--- config.mk ---
export PLATFORM = sky130hd
export DESIGN_NAME = pc_ras_flat
export DESIGN_NICKNAME = d
export VERILOG_FILES = /design/src/rtl/pc_ras_if.sv /design/src/rtl/pc_ras.sv /design/src/flat_wrapper.sv
export SDC_FILE = /design/constraint.sdc
export NUM_CORES = 1
export LEC_CHECK = 0
export ABC_AREA = 1
export BUFFER_PORTS_ARGS = -buffer_cell sky130_fd_sc_hd__buf_2
export CORE_ASPECT_RATIO = 2
export CORE_MARGIN = 2
export CORE_UTILIZATION = 45
export CTS_BUF_LIST = sky130_fd_sc_hd__clkbuf_8
export DETAILED_ROUTE_END_ITERATION = 16
export PLACE_DENSITY_LB_ADDON = 0.05
export SLEW_MARGIN = 40
export SYNTH_ARGS = -nofsm -noshare
export SYNTH_HDL_FRONTEND = slang
export SYNTH_SLANG_ARGS = --single-unit
--- constraint.sdc ---
create_clock -name clock -period 4.1 [get_ports clock]
set_input_delay 0 -clock clock [delete_from_list [all_inputs] [get_ports clock]]
set_output_delay 0 -clock clock [all_outputs]
set_load 0.03 [all_outputs]
--- src/rtl/pc_ras_if.sv ---
// Request/status bundle between fetch control and the PC/return-address-stack unit.
interface pc_ras_if #(
    parameter int WIDTH     = 16,
    parameter int RAS_DEPTH = 4
);
    localparam int CNT_W = $clog2(RAS_DEPTH + 1);

    logic             ce;
    logic             branch;
    logic             call;
    logic             ret;
    logic [WIDTH-1:0] target;
    logic             clr_err;
    logic [WIDTH-1:0] pc;
    logic [WIDTH-1:0] pc_plus_one;
    logic [CNT_W-1:0] ras_count;
    logic             ras_empty;
    logic             ras_full;
    logic             ovf_err;
    logic             unf_err;

    modport master (
        output ce, branch, call, ret, target, clr_err,
        input  pc, pc_plus_one, ras_count, ras_empty, ras_full, ovf_err, unf_err
    );

    modport slave (
        input  ce, branch, call, ret, target, clr_err,
        output pc, pc_plus_one, ras_count, ras_empty, ras_full, ovf_err, unf_err
    );
endinterface

--- src/rtl/pc_ras.sv ---
// Fetch-stage program counter with a circular return-address stack.
// Priority per enabled cycle: ret > call > branch > increment.
module pc_ras #(
    parameter int               WIDTH        = 16,
    parameter int               RAS_DEPTH    = 4,
    parameter logic [WIDTH-1:0] RESET_VECTOR = {WIDTH{1'b0}}
) (
    input logic     clock,
    input logic     reset,
    pc_ras_if.slave bus
);
    localparam int               PTR_W    = (RAS_DEPTH > 1) ? $clog2(RAS_DEPTH) : 1;
    localparam int               CNT_W    = $clog2(RAS_DEPTH + 1);
    localparam logic [PTR_W-1:0] PTR_ZERO = {PTR_W{1'b0}};
    localparam logic [PTR_W-1:0] PTR_ONE  = PTR_W'(1'b1);
    localparam logic [PTR_W-1:0] PTR_LAST = PTR_W'(RAS_DEPTH - 1);
    localparam logic [CNT_W-1:0] CNT_ZERO = {CNT_W{1'b0}};
    localparam logic [CNT_W-1:0] CNT_ONE  = CNT_W'(1'b1);
    localparam logic [CNT_W-1:0] CNT_FULL = CNT_W'(RAS_DEPTH);
    localparam logic [WIDTH-1:0] PC_ONE   = WIDTH'(1'b1);

    logic [WIDTH-1:0] pc_r;
    logic [CNT_W-1:0] cnt_r;
    logic [PTR_W-1:0] sp_r;
    logic             ovf_r;
    logic             unf_r;
    logic [WIDTH-1:0] stack_r [RAS_DEPTH];

    logic [WIDTH-1:0] pc_inc_s;
    logic [WIDTH-1:0] pc_nxt_s;
    logic [CNT_W-1:0] cnt_nxt_s;
    logic [PTR_W-1:0] sp_nxt_s;
    logic [PTR_W-1:0] sp_inc_s;
    logic [PTR_W-1:0] sp_dec_s;
    logic             empty_s;
    logic             full_s;
    logic             push_s;
    logic             ovf_set_s;
    logic             unf_set_s;

    assign pc_inc_s = pc_r + PC_ONE;
    assign empty_s  = (cnt_r == CNT_ZERO);
    assign full_s   = (cnt_r == CNT_FULL);
    // sp_r points at the next free slot; it wraps so a push while full overwrites the oldest entry
    assign sp_inc_s = (sp_r == PTR_LAST) ? PTR_ZERO : (sp_r + PTR_ONE);
    assign sp_dec_s = (sp_r == PTR_ZERO) ? PTR_LAST : (sp_r - PTR_ONE);

    // Next-state selection for pc, stack pointer, count and error events
    always_comb begin
        pc_nxt_s  = pc_r;
        cnt_nxt_s = cnt_r;
        sp_nxt_s  = sp_r;
        push_s    = 1'b0;
        ovf_set_s = 1'b0;
        unf_set_s = 1'b0;
        if (bus.ce) begin
            if (bus.ret) begin
                if (!empty_s) begin
                    pc_nxt_s  = stack_r[sp_dec_s];
                    sp_nxt_s  = sp_dec_s;
                    cnt_nxt_s = cnt_r - CNT_ONE;
                end else begin
                    pc_nxt_s  = pc_inc_s;
                    unf_set_s = 1'b1;
                end
            end else if (bus.call) begin
                push_s   = 1'b1;
                pc_nxt_s = bus.target;
                sp_nxt_s = sp_inc_s;
                if (full_s) begin
                    ovf_set_s = 1'b1;
                end else begin
                    cnt_nxt_s = cnt_r + CNT_ONE;
                end
            end else if (bus.branch) begin
                pc_nxt_s = bus.target;
            end else begin
                pc_nxt_s = pc_inc_s;
            end
        end else begin
            pc_nxt_s = pc_r;
        end
    end

    // Architectural state and sticky error flags; an error event beats a same-cycle clear
    always_ff @(posedge clock or negedge reset) begin
        if (!reset) begin
            pc_r  <= RESET_VECTOR;
            cnt_r <= CNT_ZERO;
            sp_r  <= PTR_ZERO;
            ovf_r <= 1'b0;
            unf_r <= 1'b0;
        end else begin
            pc_r  <= pc_nxt_s;
            cnt_r <= cnt_nxt_s;
            sp_r  <= sp_nxt_s;
            ovf_r <= ovf_set_s | (ovf_r & ~bus.clr_err);
            unf_r <= unf_set_s | (unf_r & ~bus.clr_err);
        end
    end

    // Stack storage carries no reset: entries beyond ras_count are never read
    always_ff @(posedge clock) begin
        if (push_s) begin
            stack_r[sp_r] <= pc_inc_s;
        end
    end

    assign bus.pc          = pc_r;
    assign bus.pc_plus_one = pc_inc_s;
    assign bus.ras_count   = cnt_r;
    assign bus.ras_empty   = empty_s;
    assign bus.ras_full    = full_s;
    assign bus.ovf_err     = ovf_r;
    assign bus.unf_err     = unf_r;
endmodule

--- src/flat_wrapper.sv ---
// flat-port wrapper written by rule: the top's interface ports become plain ports
module pc_ras_flat 
#(
    parameter int               WIDTH        = 16,
    parameter int               RAS_DEPTH    = 4,
    parameter logic [WIDTH-1:0] RESET_VECTOR = {WIDTH{1'b0}}
)
  (clock, reset, bus_ce, bus_branch, bus_call, bus_ret, bus_target, bus_clr_err, bus_pc, bus_pc_plus_one, bus_ras_count, bus_ras_empty, bus_ras_full, bus_ovf_err, bus_unf_err);
  pc_ras_if #(.WIDTH(WIDTH), .RAS_DEPTH(RAS_DEPTH)) bus_i ();
  input logic clock;
  input logic reset;
  input wire logic [$bits(bus_i.ce)-1:0] bus_ce;
  input wire logic [$bits(bus_i.branch)-1:0] bus_branch;
  input wire logic [$bits(bus_i.call)-1:0] bus_call;
  input wire logic [$bits(bus_i.ret)-1:0] bus_ret;
  input wire logic [$bits(bus_i.target)-1:0] bus_target;
  input wire logic [$bits(bus_i.clr_err)-1:0] bus_clr_err;
  output wire logic [$bits(bus_i.pc)-1:0] bus_pc;
  output wire logic [$bits(bus_i.pc_plus_one)-1:0] bus_pc_plus_one;
  output wire logic [$bits(bus_i.ras_count)-1:0] bus_ras_count;
  output wire logic [$bits(bus_i.ras_empty)-1:0] bus_ras_empty;
  output wire logic [$bits(bus_i.ras_full)-1:0] bus_ras_full;
  output wire logic [$bits(bus_i.ovf_err)-1:0] bus_ovf_err;
  output wire logic [$bits(bus_i.unf_err)-1:0] bus_unf_err;
  assign bus_i.ce = bus_ce;
  assign bus_i.branch = bus_branch;
  assign bus_i.call = bus_call;
  assign bus_i.ret = bus_ret;
  assign bus_i.target = bus_target;
  assign bus_i.clr_err = bus_clr_err;
  assign bus_pc = bus_i.pc;
  assign bus_pc_plus_one = bus_i.pc_plus_one;
  assign bus_ras_count = bus_i.ras_count;
  assign bus_ras_empty = bus_i.ras_empty;
  assign bus_ras_full = bus_i.ras_full;
  assign bus_ovf_err = bus_i.ovf_err;
  assign bus_unf_err = bus_i.unf_err;
  pc_ras #(.WIDTH(WIDTH), .RAS_DEPTH(RAS_DEPTH), .RESET_VECTOR(RESET_VECTOR)) u_core (.clock(clock), .reset(reset), .bus(bus_i));
endmodule
* Word-level counts from Yosys, hierarchy flattened
Memory sizes are Yosys's and may differ from the RTL's.
Index checks and enable logic that the tools add are counted.
** Cells by class
- Bitwise logic cells :: 5
- Reductions and logical operators :: 5
- $mul :: 0
- Magnitude comparators :: 0
- Shifts and indexed selects :: 0
- Divide/modulo/power cells :: 0
- $add $sub $neg :: 5
- Equal/unequal tests :: 4
- Mux-type cells :: 25
** Operator list (number)
- 16-bit 2-to-1 mux :: 4
- 16-bit by 1-bit adder with 16-bit output (second input constant) :: 1
- 1-bit 2-to-1 mux :: 12
- 3-bit 2-to-1 mux :: 4
- 2-bit 2-to-1 mux :: 5
- 2-bit != test (second input constant) :: 2
- 4-bit AND reduction :: 1
- 3-bit by 1-bit adder with 3-bit output (second input constant) :: 1
- 3-bit == test (second input constant) :: 1
- 3-bit zero test :: 1
- 3-bit AND reduction :: 1
- 3-bit by 1-bit subtractor with 3-bit output (second input constant) :: 1
- 2-bit by 1-bit adder with 2-bit output (second input constant) :: 1
- 1-bit bitwise AND :: 2
- 2-bit == test (second input constant) :: 1
- 2-bit zero test :: 1
- 1-bit bitwise OR :: 2
- 2-bit nonzero test :: 1
- 2-bit by 1-bit subtractor with 2-bit output (second input constant) :: 1
- 1-bit inverter :: 1
** Storage, ports and cells
- Bits in latches :: 0
- Output and inout port bits :: 39
- Logic and storage cells :: 50
- Input port bits :: 23
- Flip-flop bits (word level) :: 23
- RAM bits :: 64
- ROM bits :: 0
- Memories :: 1
** Memory list
- u_core.stack_r :: depth 4, width 16, read ports 1, clocked after memory_dff 0, wr ports 1, line pc_ras.sv:27 : logic [WIDTH-1:0] stack_r [RAS_DEPTH];

* Depth between registers and ports, before layout
Gate-level depths: netlist (run 1).
- Depth in word-level cells :: 6
- Mapped depth :: 14
- Mapped depth without buffers :: 12

* Worst setup path before layout (run 1)
OpenSTA, ideal clock, no wires.
- Path type :: flip-flop to flip-flop
- Start point :: reg u_core.sp_r[0]
- End point :: mem u_core.stack_r[0][0] (enable)
- Stages on the path, launching flop included :: 6
- Period minus slack after synthesis :: 2051 ps
- Arrival time :: 1663 ps
- Buffers on the path :: 1
- Slack :: 2049 ps
- Path through :: dfrtp_1 -> buf_6 -> inv_2 -> ha_1 -> inv_2 -> nor2_1
** RTL lines
- from (decl) :: line pc_ras.sv:24 : logic [PTR_W-1:0] sp_r;
- from (signal assigned) :: line pc_ras.sv:96 : sp_r <= sp_nxt_s;
- to (decl) :: line pc_ras.sv:27
No word-level cell before the write port.

* Worst setup path in the final report (run 1)
- Start point :: reg u_core.sp_r[0]
- End point :: reg u_core.pc_r[6], in the netlist u_core.bus.pc[6]
** On the way
- Cells in the longest elaborated chain, start to end :: 5
- Elaborated cells on any way between the ends :: 6
- Those cells by class :: 1 x add/sub; 3 x mux; 1 x reduce/logical; 1 x memory
** Ends and longest elaborated chain
- 2-bit by 1-bit subtractor with 2-bit output or 2-bit zero test (tied branches) :: line pc_ras.sv:46 : assign sp_dec_s = (sp_r == PTR_ZERO) ? PTR_LAST : (sp_r - PTR_ONE);
- 2-bit 2-to-1 mux * :: line pc_ras.sv:46
- memory read 4 x 16 bit *
- 16-bit 2-to-1 mux * :: line pc_ras.sv:58 : if (!empty_s) begin
- 16-bit 2-to-1 mux * :: line pc_ras.sv:57 : if (bus.ret) begin
- to (signal assigned) :: line pc_ras.sv:94 : pc_r <= pc_nxt_s;
- to (decl) :: line pc_ras.sv:22 : logic [WIDTH-1:0] pc_r;
Every way passes the cells marked *; elsewhere a longest branch is shown, timed or not.
A chain may end at the register's enable or synchronous reset.

==> flow_summary.toml, run 1 <==
[clocking]
cts_buffer_depth = 2
cts-root-buf = "clkbuf_8"
cts_tree = "yes"
htreeDepth = 3
clk_pin_slew_worst_paths_ns = 0.08
clock_latency_ns = 0.35
cts.sinks = 87
numCtsBuffers = 9

[worst_setup_path]
startpoint_type = "flop"
slowest_delay_ns = 0.70
r2r_start = "u_core.sp_r[0]$_DFFE_PN0P_"
crit_chain = "inv_2, ha_1, inv_2, nor2_1, o21ai_0, nand2_1, nand2_1, nand2_1, nand2_1, nand2_1"
crit_start = "u_core.sp_r[0]$_DFFE_PN0P_"
critPathMaxFanout = 18
worstSetupEndpointType = "flop"
required_ns = 4.39
crit_type = "reg2reg"
arrival_ns = 2.67
cp_slowest_cell = "ha_1"
cpMostUsedCell = "nand2_1"

[layout]
fin_nets = 582
area_growth_syn_to_layout_pct = 13.6
multi_input_area_um2 = 1670
final_common_cell = "nand2_1"
drive_above_1_share = 0.201
fill_cells = 953
seq_area_um2 = 2500
design_area_um2 = 5090
n_antenna_cell = 0
layout_common_cells = "nand2_1, nand3_1, edfxtp_1, buf_2, nor2_1"

[global_route]
antenna_found_initial = 0
grt_pass1_vias = 3571
grt_max_degree = 36
grt_pass1_wl_um = 18900
track_usage = 0.233
overflow = 0

[detailed_routing]
routed-wl-met3_um = 525
met2_length_um = 6130
vias = 3594
via_per_inst = 5.21
wirelength_um = 11900
dr.pass1.iters = 4
routedWlPerCell_um = 17.2
ant_nets = 0
dr.max_layer_used = "met4"
drc = 0
initialDrtViolationCount = 270
met1_length_um = 4880

[place]
portBuffers = 61
dpl_cell_area_um2 = 4870
gp_congestion = 0.903
dp_hpwl_um = 8700

[sta]
post-route-min-period_ns = 2.38
slew_viol_final = 0
final-setup-viol-count = 0
relSlewSlack = 0.538
rsz0062_at_grt = "false"
skew_ns = 0.00986
hold_viol_final = 0
fmax_ghz = 0.420
worst_pin_slew_ns = 0.692
fin_tns_setup_ns = 0
period_share = 0.580

[yosys]
postSynthCellCount = 491
ys.warnings.count = 0
syn_nets = 520
synth.distinct_cells = 38
syn_avg_cell_area_um2 = 9.13
syn_area_um2 = 4480
synth_seq_cells = 87
ys_seq_area_frac = 0.557

[die]
die_h_um = 145
rows = 51
start_util = 0.462
ios = 62
die_w_um = 74.6
die_area_um2 = 10800
coreArea_um2 = 9700

[flow_run]
drv_cap = 0

[hold_path]
hp-class = "in2reg"
worstHoldStart = "bus_target[1]"

[pwr]
ir_worst_vdd_v = 0.000426
power_density_nw_per_um2 = 779
p_leak_nw = 2.21

[status]
status = "finished, final reports clean"
==> layer usage <==
metal,GRT usage,vias to the layer above
li1,-,1750
met4,0.0982,0
met3,0.0340,28
met2,0.379,129
met5,0,-
met1,0.303,1687
==> power breakdown <==
part,total (mW),internal [mW],switching [mW]
Clock,0.617,0.315,0.302
Combinational,1.98,0.531,1.45
Sequential,1.37,1.20,0.173
Total,3.97,2.05,1.92
==> flip-flops by register name, indices dropped and copies added (netlist names) <==
signal	flops
u_core.stack_r	64
u_core.sp_r	2
u_core.bus.ovf_err	1
u_core.bus.unf_err	1
u_core.bus.ras_count	3
u_core.bus.pc	16
==> layout make-up <==
type / count / share of cell area
Timing Repair Buffer: 68 / 0.0712
Multi-Input combinational cell: 336 / 0.327
Clock inverter: 5 / 0.0113
Inverter: 51 / 0.0378
Clock buffer: 11 / 0.0297
Tap cell: 132 / 0.0324
Sequential cell: 87 / 0.490
==> synthesized netlist by cell type, drive strengths merged <==
library cell,instances,share of area
nand2,132,0.12
nand3,71,0.080
nor2,65,0.067
edfxtp,64,0.43
inv,49,0.041
dfrtp,23,0.13
o21ai,23,0.026
buf,17,0.028
a21oi,14,0.019
nand4,7,0.011
ha,5,0.014
xor2,5,0.011
o22ai,3,0.0042
a31oi,2,0.0028
clkinv,2,0.0020
nor3,2,0.0022
xnor2,2,0.0056
a22oi,1,0.0017
and2,1,0.0014
fa,1,0.0045
o21bai,1,0.0017
o32ai,1,0.0020
==> stage by stage <==
stage | hold WS (ns) | worst slack [ns] | cells | utilization | power [mW]
after floorplan | -0.296 | 2.05 | 491 | - | 2.86
after global placement | 0.0457 | 1.80 | 672 | 0.502 | 3.36
after detailed placement | 0.0448 | 1.73 | 672 | 0.502 | 3.37
after CTS | 0.00573 | 1.72 | 690 | 0.525 | 4.00
after global routing | 0.0423 | 1.46 | 690 | 0.525 | 4.24
final | 0.0347 | 1.72 | 690 | 0.525 | 3.97
==> cell families (layout without fill, tap and decap cells) <==
family	count (synthesis)	count (layout)	share of synthesized area
and+or+nand+nor	278	278	0.280
DFF	87	87	0.557
buffers and inverters	68	135	0.0709
AOI/OAI and AO/OA	45	45	0.0569
xor gates and xnor gates	7	7	0.0170
adders and majority gates	6	6	0.0184
==> worst max-delay path, delay by kind of cell (launching register included) <==
kind / cells / cell delay, ns
fa+ha+maj: 1 / 0.70
flops: 1 / 0.59
simple gates: 6 / 0.49
buf+inv: 2 / 0.44
compound gates: 1 / 0.09
==> what timing repair did <==
action                                 4_1_cts  5_1_grt
endpoints found under the hold margin       25        0
resized for setup                            0        0
setup buffers                                0        0
hold buffers                                 2        0
==> final timing paths <==
| kind | end | slack (ns) | depth (start not counted) |
|---|---|---|---|
| worst max register to register | u_core.bus.pc[6]$_DFFE_PN0P_ | 1.72 | 10 |
| min in group asynchronous | u_core.bus.pc[8]$_DFFE_PN0P_ | 0.19 | 2 |
| max in group asynchronous | u_core.sp_r[1]$_DFFE_PN0P_ | 3.50 | 2 |
| worst min register to register | u_core.bus.ovf_err$_DFF_PN0_ | 0.54 | 2 |
| worst min-delay path | u_core.bus.pc[1]$_DFFE_PN0P_ | 0.03 | 5 |
| worst max-delay path | u_core.bus.pc[6]$_DFFE_PN0P_ | 1.72 | 10 |
No activity file was read; power rests on OpenSTA's default activity.
==> run 2: changes to the inputs <==
Clock period 4.1 ns to 2.45 ns, I/O delays scaled along.
==> run 2 against run 1 <==
Cell count increased by 0.58%. Sequential share of layout area decreased by 0.52 points. Utilization is 0.57 points higher. Critical endpoint is now bus_pc_plus_one[15]. Largest power group unchanged. Highest routed layer unchanged.
==> flow_summary.toml, run 2 (synthesis gave the netlist of run 1 again) <==
[layout]
multi_input_area_um2 = 1670
n_antenna_cell = 0
top_register = "u_core.stack_r"
post-route-util = 0.531
largest_reg_flops = 64
seq_area_um2 = 2500
layout_common_cells = "nand2_1, nand3_1, edfxtp_1, buf_2, nor2_1"
area_growth_syn_to_layout_pct = 14.9
final_common_cell = "nand2_1"
design_area_um2 = 5150
drive_above_1_share = 0.206
fill_cells = 961
stdcell_count = 694
fin_nets = 586

[clocking]
cts_tree = "yes"
cts-root-buf = "clkbuf_8"
ctsHoldBuffers = 2
numCtsBuffers = 9
clk_pin_slew_worst_paths_ns = 0.09
clock_latency_ns = 0.36
htreeDepth = 3
cts.repair.resized = 0
cts.sinks = 87
post-cts-setup-buffers = 0
cts_buffer_depth = 2

[worst_setup_path]
crit_end = "bus_pc_plus_one[15]"
r2r_start = "u_core.sp_r[0]$_DFFE_PN0P_"
r2r_cells = 9
worstSetupEndpointType = "output pin"
cp_slowest_cell = "dfrtp_1"
arrival_ns = 2.14
r2r-end = "u_core.bus.pc[1]$_DFFE_PN0P_"
slowest_delay_ns = 0.50
r2r_slack_ns = 0.34
required_ns = 2.45
crit_start = "u_core.bus.pc[0]$_DFFE_PN0P_"
startpoint_type = "flop"
crit_chain = "inv_1, nor2_4, nand2_2, o21bai_1, and2_1, buf_2"
critPathMaxFanout = 7
crit_type = "reg2out"

[die]
die_area_um2 = 10800
ios = 62
rows = 51
coreArea_um2 = 9700
die_h_um = 145
die_w_um = 74.6
start_util = 0.462

[sta]
fin_tns_setup_ns = 0
fmax_ghz = 0.468
hold_viol_final = 0
relSlewSlack = 0.599
worst_pin_slew_ns = 0.601
timing.hold.ws_ns = 0.00852
post-route-min-period_ns = 2.14
slew_viol_final = 0
period_share = 0.873
skew_ns = 0.0145
final-setup-viol-count = 0
setup_ws_ns = 0.312
rsz0062_at_grt = "false"

[pwr]
power_density_nw_per_um2 = 1300
ir_worst_vdd_v = 0.000702
switching_share = 0.485
p_int_mw = 3.46
p_leak_nw = 2.23
p_seq_frac = 0.341
comb_power_share = 0.503
p_sw_mw = 3.26
totalPowerFinal_mw = 6.72
clkPwrFrac = 0.155

[place]
dp_slack_ns = 0.355
dpl_cell_area_um2 = 4920
dp_hpwl_um = 8540
portBuffers = 61
post-place-cells = 676
gp_congestion = 0.913

[detailed_routing]
vias = 3603
ant_nets = 0
wirelength_um = 12000
dr.pass1.iters = 5
routedWlPerCell_um = 17.2
initialDrtViolationCount = 341
via_per_inst = 5.19
drc = 0

[global_route]
antenna_found_initial = 0
track_usage = 0.233
grt_max_degree = 36
grt_pass1_wl_um = 18600
met1_usage = 0.301
busiest_layer = "met2"
overflow = 0
use_met2 = 0.388
grtUsageMet3 = 0.0278
grt_pass1_vias = 3465

[flow_run]
drv_cap = 0

[status]
status = "finished, final reports clean"

[hold_path]
hp-class = "in2reg"
[run 2: cell count changes in the layout (fill, tap and decap cells not counted), sizes merged]
cell / change
buf: +4
[run 2: power by group through the flow]
stage | registers [mW] | clock network (mW) | logic, mW
2_1_floorplan | 2.53 | 0 | 2.25
3_3_place_gp | 2.31 | 0 | 3.36
3_5_place_dp | 2.32 | 0 | 3.39
4_1_cts | 2.29 | 1.06 | 3.41
5_1_grt | 2.33 | 1.10 | 3.71
6_report | 2.29 | 1.04 | 3.38
[run 2: how the worst min path moves through the flow]
| stage | startpoint | endpoint | slack, ns | cells after the start |
|---|---|---|---|---|
| after floorplan | reset | u_core.bus.ovf_err$_DFF_PN0_ | -0.30 | 0 |
| after global placement | reset | u_core.bus.pc[8]$_DFFE_PN0P_ | 0.06 | 1 |
| after detailed placement | reset | u_core.bus.pc[4]$_DFFE_PN0P_ | 0.05 | 1 |
| after CTS | bus_target[1] | u_core.bus.pc[1]$_DFFE_PN0P_ | 0.008 | 5 |
| after global routing | bus_target[13] | u_core.bus.pc[13]$_DFFE_PN0P_ | 0.04 | 5 |
| final | bus_target[13] | u_core.bus.pc[13]$_DFFE_PN0P_ | 0.009 | 5 |
[run 2: worst max-delay path, delay by kind of cell (launching register included)]
kind,cells,cell delay [ns]
AO/OA/AOI/OAI,1,0.19
buffers and inverters,2,0.45
flip-flops,1,0.50
AND/OR/NAND/NOR,3,0.63
[run 2: final cells by class]
cell class              instances  share of cell area
clock buffers                  11              0.0294
clock inverters                 5              0.0112
inverters                      51              0.0374
multi-input cells             336               0.324
flip-flops and latches         87               0.485
well taps                     132              0.0321
repair buffers                 72              0.0811
[run 2: per-layer routing]
metal | routed length, um | share of wire
met5 | 0 | 0
met4 | 309 | 0.026
met3 | 457 | 0.038
met2 | 6270 | 0.52
met1 | 4930 | 0.41
==> run 3: changes to the inputs <==
Settings changed: CORE_UTILIZATION 45 to 30.
==> run 3 against run 2 <==
Utilization decreased by 17 points. Worst setup slack got worse by 0.030 ns. Fmax decreased by 1.4%. Register-to-register slack improved by 0.24 ns. Critical path depth unchanged. Sequential share of layout area decreased by 1.0 points. Largest cell class unchanged. Worst hold slack improved by 0.0092 ns. Critical path type unchanged. Routed wire length increased by 16%. Highest routed layer unchanged. Global-route usage decreased by 5.4 points. First-iteration DRC count decreased by 55%. Sequential power about the same. Largest power group unchanged. Combinational power increased by 4%.
==> flow_summary.toml, run 3 (synthesis gave the netlist of run 1 again) <==
[layout]
final_common_cell = "nand2_1"
n_antenna_cell = 0
stdcell_count = 760
fin_nets = 589
drive_above_1_share = 0.211
seq_area_um2 = 2500
largest_reg_flops = 64
area_growth_syn_to_layout_pct = 17.4
top_register = "u_core.stack_r"
layout_common_cells = "nand2_1, nand3_1, edfxtp_1, buf_2, nor2_1"
fill_cells = 1559
multi_input_area_um2 = 1670

[detailed_routing]
initialDrtViolationCount = 152
vias = 3576
ant_nets = 0
routedWlPerCell_um = 18.3
via_per_inst = 4.71
drc = 0
dr.pass1.iters = 4
wirelength_um = 13900

[die]
die_h_um = 177
die_area_um2 = 16000
rows = 63
die_w_um = 90.4
start_util = 0.304
ios = 62
coreArea_um2 = 14700

[hold_path]
hp-class = "in2reg"

[clocking]
post-cts-setup-buffers = 0
clk_pin_slew_worst_paths_ns = 0.09
cts.sinks = 87
ctsHoldBuffers = 3
cts.repair.resized = 0
numCtsBuffers = 9
clock_latency_ns = 0.37
cts_tree = "yes"
cts_buffer_depth = 2
htreeDepth = 3
cts-root-buf = "clkbuf_8"

[worst_setup_path]
startpoint_type = "flop"
cp_slowest_cell = "dfrtp_1"
cp_num_buf_inv = 2
slowest_delay_ns = 0.44
crit_chain = "inv_1, nor2_4, nand2_2, o21bai_1, and2_1, buf_2"
cp_top_family = "simple AND/OR/NAND/NOR gates"
arrival_ns = 2.17
worstSetupEndpointType = "output pin"
critPathMaxFanout = 7
crit_type = "reg2out"
required_ns = 2.45

[pwr]
power_density_nw_per_um2 = 1330
ir_worst_vdd_v = 0.000510
p_leak_nw = 2.26

[place]
post-place-cells = 741
portBuffers = 61
dp_hpwl_um = 10200
gp_congestion = 0.863

[global_route]
grt_pass1_vias = 3553
grt_pass1_wl_um = 21100
antenna_found_initial = 0
overflow = 0
grt_max_degree = 36
track_usage = 0.179

[status]
status = "finished, final reports clean"

[sta]
post-route-min-period_ns = 2.17
hold_viol_final = 0
fmax_ghz = 0.461
final-setup-viol-count = 0
rsz0062_at_grt = "false"
skew_ns = 0.0116
slew_viol_final = 0
period_share = 0.885
worst_pin_slew_ns = 0.660
relSlewSlack = 0.559
fin_tns_setup_ns = 0

[flow_run]
drv_cap = 0
run 3: cell count changes in the layout (fill, tap and decap cells not counted), sizes merged:
| cell | change |
|---|---|
| inv | -2 |
| clkinvlp | -1 |
| bufinv | +1 |
| buf | +2 |
| clkbuf | +1 |
| clkinv | +1 |
| dlygate4sd3 | +1 |
run 3: power by group:
group | total, mW | switching (mW) | internal (mW)
Sequential | 2.27 | 0.267 | 2.01
Clock | 1.19 | 0.535 | 0.660
Combinational | 3.52 | 2.57 | 0.941
run 3: final timing paths:
| kind | start | end | slack, ns | cells after the start |
|---|---|---|---|---|
| worst max-delay path | u_core.bus.pc[0]$_DFFE_PN0P_ | bus_pc_plus_one[15] | 0.28 | 6 |
| worst min-delay path | bus_target[10] | u_core.bus.pc[10]$_DFFE_PN0P_ | 0.02 | 5 |
| worst max register to register | u_core.sp_r[0]$_DFFE_PN0P_ | u_core.bus.pc[2]$_DFFE_PN0P_ | 0.58 | 8 |
| worst min register to register | u_core.bus.unf_err$_DFF_PN0_ | u_core.bus.unf_err$_DFF_PN0_ | 0.54 | 2 |
| max in group asynchronous | reset | u_core.bus.unf_err$_DFF_PN0_ | 1.85 | 2 |
| min in group asynchronous | reset | u_core.bus.pc[4]$_DFFE_PN0P_ | 0.17 | 2 |
run 3: cell type report:
| class | instances | area share |
|---|---|---|
| flip-flops and latches | 87 | 0.475 |
| multi-input cells | 336 | 0.317 |
| repair buffers | 75 | 0.0794 |
| well taps | 195 | 0.0464 |
| inverters | 51 | 0.0366 |
| clock buffers | 12 | 0.0314 |
| clock inverters | 4 | 0.0145 |
run 3: per-layer routing:
metal,vias to the layer above,wire length (um),share of wire,GRT usage
met5,-,0,0,0
met3,24,368,0.026,0.0277
met4,0,473,0.034,0.0840
li1,1759,-,-,-
met1,1722,5700,0.41,0.209
met2,71,7380,0.53,0.320
run 3: tightest hold or removal path, delay by kind of cell:
kind	cells	cell delay [ns]
simple gates	3	0.18
compound gates	1	0.06
buf+inv	1	0.11
run 3: stage by stage:
stage	cell area, um^2	hold WS, ns	setup WS, ns	power (mW)	util
after global routing	5260	0.0632	0.107	7.49	0.357
after detailed placement	4990	0.0702	0.421	5.90	0.339
after CTS	5260	0.00262	0.238	7.11	0.357
after floorplan	4480	-0.296	0.399	4.78	-
after global placement	4990	0.0727	0.394	5.89	0.339
final	5260	0.0178	0.282	6.98	0.357
